===== config.mk =====
export PLATFORM = sky130hd
export DESIGN_NAME = frame_pixel_streamer
export DESIGN_NICKNAME = d
export VERILOG_FILES = /design/src/rtl/frame_pixel_streamer.sv
export SDC_FILE = /design/constraint.sdc
export NUM_CORES = 1
export LEC_CHECK = 0
export ABC_AREA = 1
export BUFFER_PORTS_ARGS = -buffer_cell sky130_fd_sc_hd__buf_2
export CAP_MARGIN = 20
export CORE_MARGIN = 2
export CORE_UTILIZATION = 55
export DETAILED_ROUTE_END_ITERATION = 8
export PLACE_DENSITY = 0.76
export SLEW_MARGIN = 20
export SYNTH_ARGS = -nofsm -noshare
export SYNTH_HDL_FRONTEND = slang
export SYNTH_SLANG_ARGS = --single-unit

===== constraint.sdc =====
create_clock -name clk -period 2 [get_ports clk]
set_clock_uncertainty 0.15 [all_clocks]
set_input_delay 0.4 -clock clk [delete_from_list [all_inputs] [get_ports clk]]
set_output_delay 0.4 -clock clk [all_outputs]
set_load 0.03 [all_outputs]

===== src/rtl/frame_pixel_streamer.sv =====
// frame_pixel_streamer
// Raster pixel source for the 3x3 window line buffer. It reads an 8-bit
// grayscale frame from a synchronous single-port RAM in row-major order and
// forwards each pixel as a write-qualified stream. Frame and line markers
// travel with every pixel, and start/busy/done handshake with the pipeline
// controller.
//
// Pipeline:
//   issue stage  : (state == STREAM && !stall) -> mem_rd_en, mem_addr.
//                  The read is tagged with first/last_col.
//   output stage : one cycle later the RAM data is valid. write, frame_start
//                  and line_end come from the registered tags, and out_pixel
//                  forwards mem_rdata.
//
// With stall low throughout, a start accepted in cycle 0 gives the first
// write in cycle 2. The last write is followed by done one cycle later.

module frame_pixel_streamer #(
    parameter int WIDTH  = 508,
    parameter int HEIGHT = 508,
    parameter int ADDR_W = 18
) (
    input  logic              clk,
    input  logic              rst,
    input  logic              start,
    input  logic              stall,
    output logic [ADDR_W-1:0] mem_addr,
    output logic              mem_rd_en,
    input  logic [7:0]        mem_rdata,
    output logic [7:0]        out_pixel,
    output logic              write,
    output logic              frame_start,
    output logic              line_end,
    output logic              busy,
    output logic              done
);

    localparam int COL_W = (WIDTH  > 1) ? $clog2(WIDTH)  : 1;
    localparam int ROW_W = (HEIGHT > 1) ? $clog2(HEIGHT) : 1;

    localparam logic [COL_W-1:0] COL_LAST = COL_W'(WIDTH - 1);
    localparam logic [ROW_W-1:0] ROW_LAST = ROW_W'(HEIGHT - 1);

    typedef enum logic [1:0] {
        IDLE   = 2'd0,
        STREAM = 2'd1,
        DRAIN  = 2'd2,
        DONE   = 2'd3
    } state_t;

    state_t state_q;
    state_t state_d;

    // Raster position of the next read and its running RAM address.
    logic [COL_W-1:0]  col_q;
    logic [ROW_W-1:0]  row_q;
    logic [ADDR_W-1:0] addr_q;

    // Output-stage registers. These hold the tags of the read issued last cycle.
    logic              write_q;
    logic              frame_start_q;
    logic              line_end_q;
    logic [7:0]        pixel_hold_q;

    // Issue-stage decodes.
    logic issue;
    logic at_col_last;
    logic at_row_last;
    logic at_first;
    logic last_issue;

    assign at_col_last = (col_q == COL_LAST);
    assign at_row_last = (row_q == ROW_LAST);
    assign at_first    = (col_q == '0) && (row_q == '0);
    assign last_issue  = issue && at_col_last && at_row_last;

    // State register.
    always_ff @(posedge clk) begin
        // NOTE: sequential state uses non-blocking assignments, so every
        // register samples the pre-edge values of the others.
        if (rst) begin
            state_q <= IDLE;
        end else begin
            state_q <= state_d;
        end
    end

    // Next-state logic. start is honoured only in IDLE, and rst overrides it.
    always_comb begin
        // NOTE: default first, so no path through this block leaves state_d
        // unassigned and infers a latch.
        state_d = state_q;
        unique case (state_q)
            IDLE:   if (start)      state_d = STREAM;
            STREAM: if (last_issue) state_d = DRAIN;
            DRAIN:                  state_d = DONE;
            DONE:                   state_d = IDLE;
            default:                state_d = IDLE;
        endcase
    end

    // Output decode. A read is issued on every unstalled STREAM cycle.
    always_comb begin
        issue = 1'b0;
        busy  = 1'b0;
        done  = 1'b0;
        unique case (state_q)
            IDLE:   ;
            STREAM: begin
                issue = !stall;
                busy  = 1'b1;
            end
            DRAIN:  busy = 1'b1;
            DONE: begin
                busy = 1'b1;
                done = 1'b1;
            end
            default: ;
        endcase
    end

    assign mem_rd_en = issue;
    assign mem_addr  = addr_q;

    // Raster counters and address incrementer. They advance only on an issued read.
    always_ff @(posedge clk) begin
        if (rst) begin
            col_q  <= '0;
            row_q  <= '0;
            addr_q <= '0;
        end else if (state_q == IDLE && start) begin
            col_q  <= '0;
            row_q  <= '0;
            addr_q <= '0;
        end else if (issue) begin
            if (at_col_last) begin
                col_q <= '0;
                if (at_row_last) begin
                    // Frame finished: park at (0,0) so counters never pass the edge.
                    row_q  <= '0;
                    addr_q <= '0;
                end else begin
                    row_q  <= row_q + 1'b1;
                    addr_q <= addr_q + 1'b1;
                end
            end else begin
                col_q  <= col_q + 1'b1;
                addr_q <= addr_q + 1'b1;
            end
        end
    end

    // Output stage. Tags are registered from the issue cycle, and rst drops
    // the in-flight read.
    always_ff @(posedge clk) begin
        if (rst) begin
            write_q       <= 1'b0;
            frame_start_q <= 1'b0;
            line_end_q    <= 1'b0;
            pixel_hold_q  <= '0;
        end else begin
            write_q       <= issue;
            frame_start_q <= issue && at_first;
            line_end_q    <= issue && at_col_last;
            if (write_q) begin
                pixel_hold_q <= mem_rdata;
            end
        end
    end

    // The RAM output register already supplies the one-cycle latency.
    // Forwarding mem_rdata keeps the first write 2 cycles after start.
    // pixel_hold_q keeps the last pixel stable between writes.
    assign out_pixel   = write_q ? mem_rdata : pixel_hold_q;
    assign write       = write_q;
    assign frame_start = frame_start_q;
    assign line_end    = line_end_q;

endmodule


; Yosys cells after proc, flatten, opt, wreduce, memory -nomap -nowiden
; Cells that the tools add are included.
[word_totals]
word_cells = 42
input_bits = 12
regBits = 49
out_inout_bits = 32
[op_classes]
mux = 11
addsub = 3
reduce_logical = 13
n_eq_ne = 7
[op_table]
columns = op, n
row1 = $mux 18, 2
row2 = $add 18x1->18 const B, 1
row3 = $add 9x1->9 const B, 2
row4 = $eq 9x9->1 const B, 2
row5 = $logic_not 9->1, 2
row6 = $mux 9, 2
row7 = $mux 8, 1
row8 = $pmux 2 s4, 1
row9 = $logic_and 1x1->1, 5
row10 = $eq 2x2->1 const B, 2
row11 = $mux 2, 2
row12 = $ne 2x2->1 const B, 2
row13 = $reduce_and 2->1, 2
row14 = $mux 1, 3
row15 = $reduce_or 3->1, 1
row16 = $eq 2x1->1 const B, 1
row17 = $logic_not 2->1, 1
row18 = $reduce_or 2->1, 1
row19 = $logic_not 1->1, 1

; Logic depth before layout (Yosys ltp)
; Gate-level depths: netlist (run 1).
[logic_depth]
depth_word = 6
mapped_depth = 11
mapped_depth_nobuf = 11

; Worst setup path before layout (run 1)
; OpenSTA, ideal clock, no wires.
[synth_timing]
kind = register -> register
from = register state_q[1]
to = register addr_q[11] (netlist: mem_addr[11])
setup_slack_ps = 245
path_stages_with_launch = 11
arrival_time_ps = 1489
required_ps = 1734
path_buffers = 1
cell_sequence = dfxtp_1 -> inv_1 -> ha_1 -> inv_1 -> nor2_8 -> nand3_4 -> nor2_4 -> nand2_4 -> nand2_4 -> buf_6 -> nor2_1
[synth_between]
word_cells_on_any_way = 5
cone_classes = eq/ne: 1 / mux: 1 / reduce/logical: 3
[synth_rtl]
columns = item, line
row1 = start: declaration, 51  ; state_t state_q;
row2 = start signal: assignment, 84  ; state_q <= state_d;
row3 = $eq 2x1->1, 107  ; unique case (state_q)
row4 = $mux 1, 107
row5 = net mem_rd_en, 28  ; output logic mem_rd_en,
row6 = end signal: assignment, 144  ; addr_q <= addr_q + 1'b1;
row7 = end signal: assignment, 148  ; addr_q <= addr_q + 1'b1;
row8 = end: declaration, 57  ; logic [ADDR_W-1:0] addr_q;
; The timed path passes the listed nets, and every way through them passes these cells.
; A chain may end at the register's enable or synchronous reset.

; Worst setup path after layout (run 1)
[layout_timing]
from = register state_q[1]
to = output port mem_rd_en
[layout_between]
elab_chain_len = 2
[layout_lines]
columns = item, line
row1 = $eq 2x1->1, 107
row2 = $mux 1, 107
row3 = end: declaration, 28
; Every way passes these cells.

==> impl_results.md, run 1 <==
- Multi-input gate area: 0.00136 mm²
- Peak supply drop: 635 µV
- Drt total wl: 5.30 mm
- Vias in the first global route: 1,994
- Clock-pin slew on the worst setup and hold paths: 0.09 ns
- Commonest cells after routing, fill and taps aside: nand2_1 (88), nor2_1 (56), dfxtp_1 (49)
- Critical R2R Launch: state_q[1]
- R2R Path End: col_q[5]
- Status: finished clean
- Design area: 0.00297 mm²
- CTS Sinks: 49
- Synth Cell Area: 0.00251 mm²
- Layout cells sized above 1: 20.2%
- Top-level I/O count: 44
- F_max: 528 MHz
- IO buf count: 43
- Worst min-delay path class: in2reg
- Worst Hold Depth: 3
- Die H: 71.6 µm
- Post-DR vias/cell: 5.04
- Hold Vio Cnt, Final: 0
- Core Area: 0.00438 mm²
- Crit path from: state_q[1]
- Seq. cell area: 981 µm²
- Uppermost layer routed: met4
- Pin count of the biggest net entering global routing: 20
- Setup_tns: 0 ns
- Met1 wire length: 2.59 mm
- Post-synth cell types: 35
- Cell Pwr Density: 831 mW/mm²
- Antenna violations before repair: 0
- Dpl cell area: 0.00279 mm²
- Hold_sp: mem_rdata[6]
- DR pass1 iterations: 4
- Element type at the critical path start: flop
- Via count: 2,329
- Mux contribution to synthesized area: 0%
- Crit-path max FO: 6
- ANT nets after route: 0
- Xor and xnor area share after synthesis: 2.79%
- Final-layout fill cell count: 382
- Final global-route overflow total: 0
- Worst slew pin tran: 0.315 ns
- Nets: 431
- Later-pin clock latency in the skew report: 0.30 ns
- Max_slew headroom: 78.9%
- Die width: 71.6 µm
- First-pass GRT wire length: 8.69 mm
- Mapped Cells: 357
- Final worst path period share: 94.7%
- Drt initial violations: 183
- Inserted Clock Buffers: 5
- DRC Markers: 0
- Post-synthesis adder-cell area fraction: 4.98%
- Worst EP required: 1.45 ns
- Reg-to-reg setup timing slack: 0.15 ns
- CP endpoint kind: output port
- Tmin final: 1.89 ns
- Setup CP Type: reg2out
- Syn_nets: 379
- TritonCTS clock tree: built
- Initial core utilization: 57.4%
- Final setup vio count: 0
- Register area share after synthesis: 39.0%
- LEAKAGE: 0.00137 µW
- R2R depth: 10
- Met3 WL: 307 µm
- Placed cells: 451
- Worst EP arrival: 1.34 ns
- Ys Warns: 0
- Post-DP HPWL: 3.94 mm
- Clk buf depth: 2
- #FFs+latches synth: 49
- Post-Synth Simple-Gate Area: 37.0%
- Max_cap viols: 0
- GPL Wtd Cong: 0.836
- Commonest non-fill, non-tap cell in the layout: nand2_1
- Routed length per instance: 11.5 µm
- Row count: 24
- Area growth, synth to finish: 18.2%
- Finished Layout Cells: 462
- CTS root buf: clkbuf_8
- H-tree depth: 2
- Final max-slew violation count: 0
- Ant. Diodes: 0
- Largest family of logic cells by synthesized area: simple AND/OR/NAND/NOR gates
- Die area: 0.00513 mm²
- Synth Area in Compound Gates: 8.11%
- Hold-critical path endpoint: pixel_hold_q[6]
- Met2 wire length: 2.37 mm
- Average size of a mapped cell: 7.04 µm²
- GRT Resource Usage Total: 21.3%
==> worst max-delay path by stage <==
stage	slack, ns	to	depth (start not counted)
floorplan	0.24	mem_addr[11]	10
detailed placement	0.06	row_q[8]	11
global route	-0.0003	mem_addr[17]	11
CTS	0.02	mem_rd_en	5
global placement	0.13	row_q[8]	11
finish	0.11	mem_rd_en	5
==> stage by stage <==
| stage | setup slack [ns] | hold WS (ns) | util [%] | total power (µW) |
|---|---|---|---|---|
| 6_report | 0.106 | 0.207 | 67.8 | 2470 |
| 5_1_grt | -0.000327 | 0.214 | 67.8 | 2610 |
| 4_1_cts | 0.0230 | 0.202 | 67.0 | 2490 |
| 3_5_place_dp | 0.0589 | 0.310 | 63.7 | 1720 |
| 3_3_place_gp | 0.135 | 0.307 | 63.7 | 1690 |
| 2_1_floorplan | 0.245 | 0.294 | - | 1550 |
==> power breakdown <==
part | switching (µW) | total [µW] | internal, µW
Clock | 319 | 727 | 408
Combinational | 452 | 679 | 227
Sequential | 40.3 | 1070 | 1030
==> registers in the layout, indices dropped and copies added, names as in the netlist <==
name	flops
frame_start	1
row_q	9
state_q	2
pixel_hold_q	8
mem_addr	18
col_q	9
line_end	1
write	1
==> what timing repair did <==
item / in CTS / in global routing
endpoints found under the setup margin: 1 / 15
pin swaps: 1 / 2
gates resized for setup: 2 / 8
setup buffers: 3 / 0
hold buffers: 0 / 0
==> logic make-up (layout without fill, tap and decap cells) <==
family / Yosys count / after routing
compound gates: 37 / 37
xor+xnor: 8 / 8
fa+ha+maj: 10 / 10
buf+inv: 52 / 105
flops: 49 / 49
simple gates: 201 / 201
==> cell usage after synthesis <==
master	count	share of area, %
a211oi_1	1	0.30
a21boi_0	1	0.30
a21o_2	1	0.35
a21oi_1	19	3.8
a21oi_2	1	0.35
buf_1	1	0.15
buf_2	1	0.20
buf_6	1	0.45
clkbuf_1	1	0.15
dfxtp_1	49	39
ha_1	10	5.0
inv_1	46	6.9
inv_2	2	0.30
nand2_1	88	13
nand2_2	3	0.75
nand2_4	2	0.90
nand3_1	19	3.8
nand3_2	2	0.80
nand3_4	1	0.70
nand3b_1	1	0.30
nand4_1	5	1.2
nand4_2	1	0.50
nor2_1	56	8.4
nor2_2	4	0.99
nor2_4	3	1.3
nor2_8	1	0.80
nor3_1	11	2.2
nor3_2	1	0.40
nor3b_1	2	0.60
nor4_1	1	0.25
o21ai_0	12	2.4
o21ai_2	1	0.35
o21bai_1	1	0.30
xnor2_1	1	0.35
xor2_1	7	2.4
==> worst max-delay path: stages, from the launching register on <==
cell	delay (ns)
dfxtp_1	0.35
inv_2	0.09
ha_2	0.19
inv_1	0.09
nor2_8	0.16
buf_6	0.16
==> layer usage <==
| layer | track usage (%) | vias to the layer above |
|---|---|---|
| met4 | 6.29 | 0 |
| met2 | 33.5 | 68 |
| met3 | 4.64 | 2 |
| met5 | 0 | - |
| li1 | - | 1231 |
| met1 | 29.3 | 1028 |
==> final cells by class <==
type | instances | area share, %
tap | 52 | 2.19
clock inverter | 1 | 1.01
timing repair buffer | 49 | 8.96
inverter | 48 | 6.06
sequential | 49 | 33.0
multi-input combinational | 256 | 45.9
clock buffer | 7 | 2.90
Note: power is estimated with default switching activity, not from simulation.
==> inputs of run 2 (changes only) <==
--- a/config.mk
+++ b/config.mk
@@ -8,6 +8,7 @@
 export ABC_AREA = 1
 export BUFFER_PORTS_ARGS = -buffer_cell sky130_fd_sc_hd__buf_2
 export CAP_MARGIN = 20
+export CORE_ASPECT_RATIO = 1.1
 export CORE_MARGIN = 2
 export CORE_UTILIZATION = 55
 export DETAILED_ROUTE_END_ITERATION = 8
==> run 2 against run 1 <==
- combinational power is 1% lower
- via count fell by 0.56%
- non-clock buffer count increased by 2
- maximum frequency is 0.54% lower
- clock-buffer cell count fell by 2
- critical endpoint unchanged
==> impl_results.md, run 2 (synthesized netlist as in run 1, its figures left out) <==
- Status: finished clean
- F_max: 525 MHz
- Pin count of the biggest net entering global routing: 18
- Ant. Diodes: 0
- Top-level I/O count: 44
- Vias in the first global route: 2,128
- Post-DP HPWL: 4.00 mm
- Drt initial violations: 165
- CTS Sinks: 49
- Critical Path Max Stage Delay: 0.35 ns
- R2R depth: 12
- Placed cells: 455
- Later-pin clock latency in the skew report: 0.31 ns
- GRT Resource Usage Total: 22.6%
- Final worst path period share: 95.2%
- LEAKAGE: 0.00137 µW
- Die H: 74.9 µm
- RSZ-0062 raised after global routing: false
- DR pass1 iterations: 5
- Hold Vio Cnt, Final: 0
- Core Area: 0.00435 mm²
- Pwr Total: 2330 µW
- CP endpoint kind: output port
- Die width: 68.5 µm
- Max_cap viols: 0
- DRC Markers: 0
- Clk buf depth: 2
- Max_slew headroom: 73.3%
- CP top delay family: flip-flops
- Commonest cells after routing, fill and taps aside: nand2_1 (88), nor2_1 (56), dfxtp_1 (49)
- Hold-critical path endpoint: pixel_hold_q[7]
- Final max-slew violation count: 0
- Design area: 0.00296 mm²
- IO buf count: 43
- Die area: 0.00513 mm²
- Initial core utilization: 57.8%
- Setup_tns: 0 ns
- Worst min-delay path class: in2reg
- CTS root buf: clkbuf_8
- ANT nets after route: 0
- Cell Pwr Density: 790 mW/mm²
- Finished Layout Cells: 466
- Worst slew pin tran: 0.401 ns
- Buf+Inv Stages, Crit Path: 3
- Post-DR vias/cell: 4.97
- Final-layout fill cell count: 383
- TritonCTS clock tree: built
- Worst EP arrival: 1.35 ns
- Dpl cell area: 0.00281 mm²
- Final global-route overflow total: 0
- Commonest non-fill, non-tap cell in the layout: nand2_1
- Antenna violations before repair: 0
- Max FFs per register: 18
- GPL Wtd Cong: 0.885
- Area growth, synth to finish: 17.6%
- Worst Hold Depth: 3
- Layout cells sized above 1: 20.4%
- First-pass GRT wire length: 8.98 mm
- Worst EP required: 1.45 ns
- Row count: 25
- Clock-pin slew on the worst setup and hold paths: 0.09 ns
- Tmin final: 1.90 ns
- Final setup vio count: 0
- Nets: 433
- R2R Path End: mem_addr[9]
- Drt total wl: 5.28 mm
- Inserted Clock Buffers: 5
- Worst path cell trace: inv_2, ha_2, inv_1, nor2_8, buf_4
- Element type at the critical path start: flop
- Via count: 2,316
- Critical R2R Launch: state_q[1]
- Worst hold margin: 0.209 ns
- Crit-path max FO: 5
- Reg-to-reg setup timing slack: 0.14 ns
- Crit path max-delay cell type: dfxtp_1
- H-tree depth: 2
- Hold_sp: mem_rdata[7]
- Peak supply drop: 604 µV
- Routed length per instance: 11.3 µm
- Setup CP Type: reg2out
-- run 2: worst max path at each step --
stage                    start           end  slack (ns)  depth (start not counted)
CTS                 state_q[1]     mem_rd_en        0.04                          5
finish              state_q[1]     mem_rd_en         0.1                          5
floorplan           state_q[1]  mem_addr[11]        0.24                         10
global route        state_q[1]   mem_addr[9]        0.02                         12
detailed placement  state_q[1]  mem_addr[17]        0.07                         11
global placement    state_q[1]      row_q[8]        0.15                         11
-- run 2: worst reg2reg max path: stages (launching register included) --
cell,delay (ns)
dfxtp_1,0.35
inv_2,0.08
ha_2,0.18
inv_1,0.09
nor2_8,0.16
buf_4,0.15
nand2_2,0.10
inv_1,0.12
nand3_1,0.13
nand2_1,0.11
nand2_1,0.05
nand2_1,0.05
nor2_1,0.04
-- run 2: area by class of cell --
| cell class | instances | area (µm²) | share of cell area [%] |
|---|---|---|---|
| Clock buffer | 5 | 68.8 | 2.33 |
| Clock inverter | 3 | 21.3 | 0.719 |
| Inverter | 48 | 180 | 6.09 |
| Multi-Input combinational cell | 256 | 1360 | 46.0 |
| Sequential cell | 49 | 981 | 33.2 |
| Tap cell | 54 | 67.6 | 2.29 |
| Timing Repair Buffer | 51 | 278 | 9.39 |
-- run 2: per-stage QoR --
stage	util, %	setup WS (ns)
final	68.0	0.0963
after detailed placement	64.7	0.0698
after global routing	68.0	0.0232
after floorplan	-	0.245
after global placement	64.7	0.151
after CTS	67.3	0.0355
-- run 2: layer usage --
| metal | track usage [%] | part of all wire, % | up-vias | wire [µm] |
|---|---|---|---|---|
| met5 | 0 | 0 | - | 0 |
| met2 | 37.1 | 47 | 67 | 2460 |
| met1 | 30.4 | 48 | 1008 | 2520 |
| li1 | - | - | 1235 | - |
| met3 | 4.48 | 4.9 | 6 | 257 |
| met4 | 5.33 | 0.91 | 0 | 48 |
-- run 2: timing repair --
| item | CTS | global route |
|---|---|---|
| setup endpoints to repair | 1 | 12 |
| gates resized for setup | 1 | 6 |
| buffers inserted | 3 | 0 |
| hold endpoints to repair | 0 | 0 |
| pin swaps | 1 | 0 |
| cloned | 0 | 0 |
| hold buffers | 0 | 0 |
-- run 2: power by group --
group          switching, µW  total, µW  internal [µW]  leakage, µW
logic                    440        671            231     0.000928
clock network            351        599            249    0.0000445
registers               38.3       1060           1030     0.000396
==> inputs of run 3 (changes only) <==
==> constraint.sdc (replaced) <==
create_clock -name clk -period 2 [get_ports clk]
set_clock_uncertainty 0.15 [all_clocks]
set_input_delay 0.2 -clock clk [delete_from_list [all_inputs] [get_ports clk]]
set_output_delay 0.2 -clock clk [all_outputs]
set_load 0.03 [all_outputs]
==> run 3 against run 2 <==
- hold slack worse by 0.19 ns
- routed wire length grew 2.2%
- register-to-register slack worse by 0.02 ns
- first-iteration DRC count increased by 22%
- via count grew 2.4%
- combinational power increased by 1%
- sequential power barely moved
- largest cell class unchanged
- worst setup slack improved by 0.022 ns
- flip-flop and latch count is the same
- critical path type unchanged
- power grew 10%
- critical endpoint unchanged
==> impl_results.md, run 3 (synthesized netlist as in run 1, its figures left out) <==
- F_max: 531 MHz
- Max_cap viols: 0
- Clock-pin slew on the worst setup and hold paths: 0.09 ns
- DR pass1 iterations: 4
- Worst EP required: 1.65 ns
- Finished Layout Cells: 468
- Element type at the critical path start: flop
- Commonest cells after routing, fill and taps aside: nand2_1 (88), nor2_1 (56), dfxtp_1 (49)
- Vias in the first global route: 2,034
- Crit path max-delay cell type: dfxtp_1
- GRT Resource Usage Total: 22.2%
- Commonest non-fill, non-tap cell in the layout: nand2_1
- Final-layout fill cell count: 383
- CP top delay family: buffers and inverters
- Placed cells: 454
- Final global-route overflow total: 0
- Drt total wl: 5.40 mm
- IO buf count: 43
- Later-pin clock latency in the skew report: 0.31 ns
- Die area: 0.00513 mm²
- Critical Path Max Stage Delay: 0.35 ns
- CTS root buf: clkbuf_8
- Cell Pwr Density: 860 mW/mm²
- Worst path cell trace: inv_2, ha_2, inv_1, nor2_8, buf_4, buf_2
- Worst slew pin tran: 0.429 ns
- GPL Wtd Cong: 0.888
- Crit-path max FO: 6
- Setup_tns: 0 ns
- Area growth, synth to finish: 19.1%
- Setup CP Type: reg2out
- Drt initial violations: 201
- Inserted Clock Buffers: 5
- Max FFs per register: 18
- Die width: 68.5 µm
- Worst EP arrival: 1.53 ns
- Pin count of the biggest net entering global routing: 18
- Ant. Diodes: 0
- Hold_buf cts: 0
- CP endpoint kind: output port
- Via count: 2,371
- Final max-slew violation count: 0
- Final setup vio count: 0
- Initial core utilization: 57.8%
- H-tree depth: 2
- Core Area: 0.00435 mm²
- Seq. cell area: 981 µm²
- Tmin final: 1.88 ns
- Routed length per instance: 11.5 µm
- First-pass GRT wire length: 8.68 mm
- Nets: 435
- Buf+Inv Stages, Crit Path: 4
- Post-DP HPWL: 3.95 mm
- Post-DR vias/cell: 5.07
- RSZ-0062 raised after global routing: false
- DRC Markers: 0
- Row count: 25
- Final worst path period share: 94.1%
- Layout cells sized above 1: 21.0%
- Worst hold margin: 0.0148 ns
- Worst min-delay path class: in2reg
- Clk buf depth: 2
- Multi-input gate area: 0.00134 mm²
- CTS Sinks: 49
- LEAKAGE: 0.00139 µW
- Hold Vio Cnt, Final: 0
- ANT nets after route: 0
- Peak supply drop: 505 µV
- Die H: 74.9 µm
- TritonCTS clock tree: built
- Status: finished clean
- Antenna violations before repair: 0
- Max_slew headroom: 71.4%
- Top-level I/O count: 44
## run 3: cell types whose count changed in the layout (fill, tap and decap cells not counted), sizes merged
cell | previous run | this run
inv | 49 | 48
buf | 51 | 53
clkinvlp | 1 | 0
bufinv | 0 | 2
## run 3: metrics by stage
stage               util, %  setup WS [ns]  area (µm²)  total power (µW)
finish                 68.9          0.118        2990              2570
global route           68.9         0.0145        2990              2710
CTS                    67.6         0.0784        2940              2540
detailed placement     64.5         0.0906        2800              1710
global placement       64.5          0.152        2800              1700
floorplan                 -          0.245        2510              1550
## run 3: worst reg2reg max path: cells and delay by family (launching register included)
family                   cells  cell delay (ns)
flip-flops                   1             0.35
adder cells (fa/ha/maj)      1             0.18
buffers and inverters        4             0.43
AND/OR/NAND/NOR              7             0.66
## run 3: final cells by class
class                   count  area share (%)
clock inverters             3            2.17
well taps                  54            2.26
flip-flops and latches     49            32.8
repair buffers             53            9.69
multi-input cells         256            44.8
clock buffers               5            2.30
inverters                  48            6.02
## run 3: final timing paths
check | from | endpoint | slack [ns] | cells past startpoint
setup / recovery | state_q[1] | mem_rd_en | 0.12 | 6
hold / removal | mem_rdata[6] | pixel_hold_q[6] | 0.01 | 3
hold reg to reg | pixel_hold_q[7] | pixel_hold_q[7] | 0.33 | 2
setup reg to reg | state_q[1] | mem_addr[9] | 0.12 | 12
## run 3: power by group
part	internal (µW)	total (µW)	switching, µW
Clock	497	826	329
Sequential	1030	1070	44.2
Combinational	241	678	437
Total	1760	2570	810
## run 3: per-layer routing
metal / GRT usage [%] / vias to the layer above / wire length (µm)
li1: - / 1241 / -
met1: 29.8 / 1043 / 2560
met2: 35.4 / 76 / 2420
met3: 4.19 / 11 / 316
met4: 8.22 / 0 / 108
met5: 0 / - / 0
## run 3: what timing repair did
action / in CTS / in global routing
setup endpoints to repair: 0 / 10
resized for setup: 0 / 6
setup buffers: 0 / 6
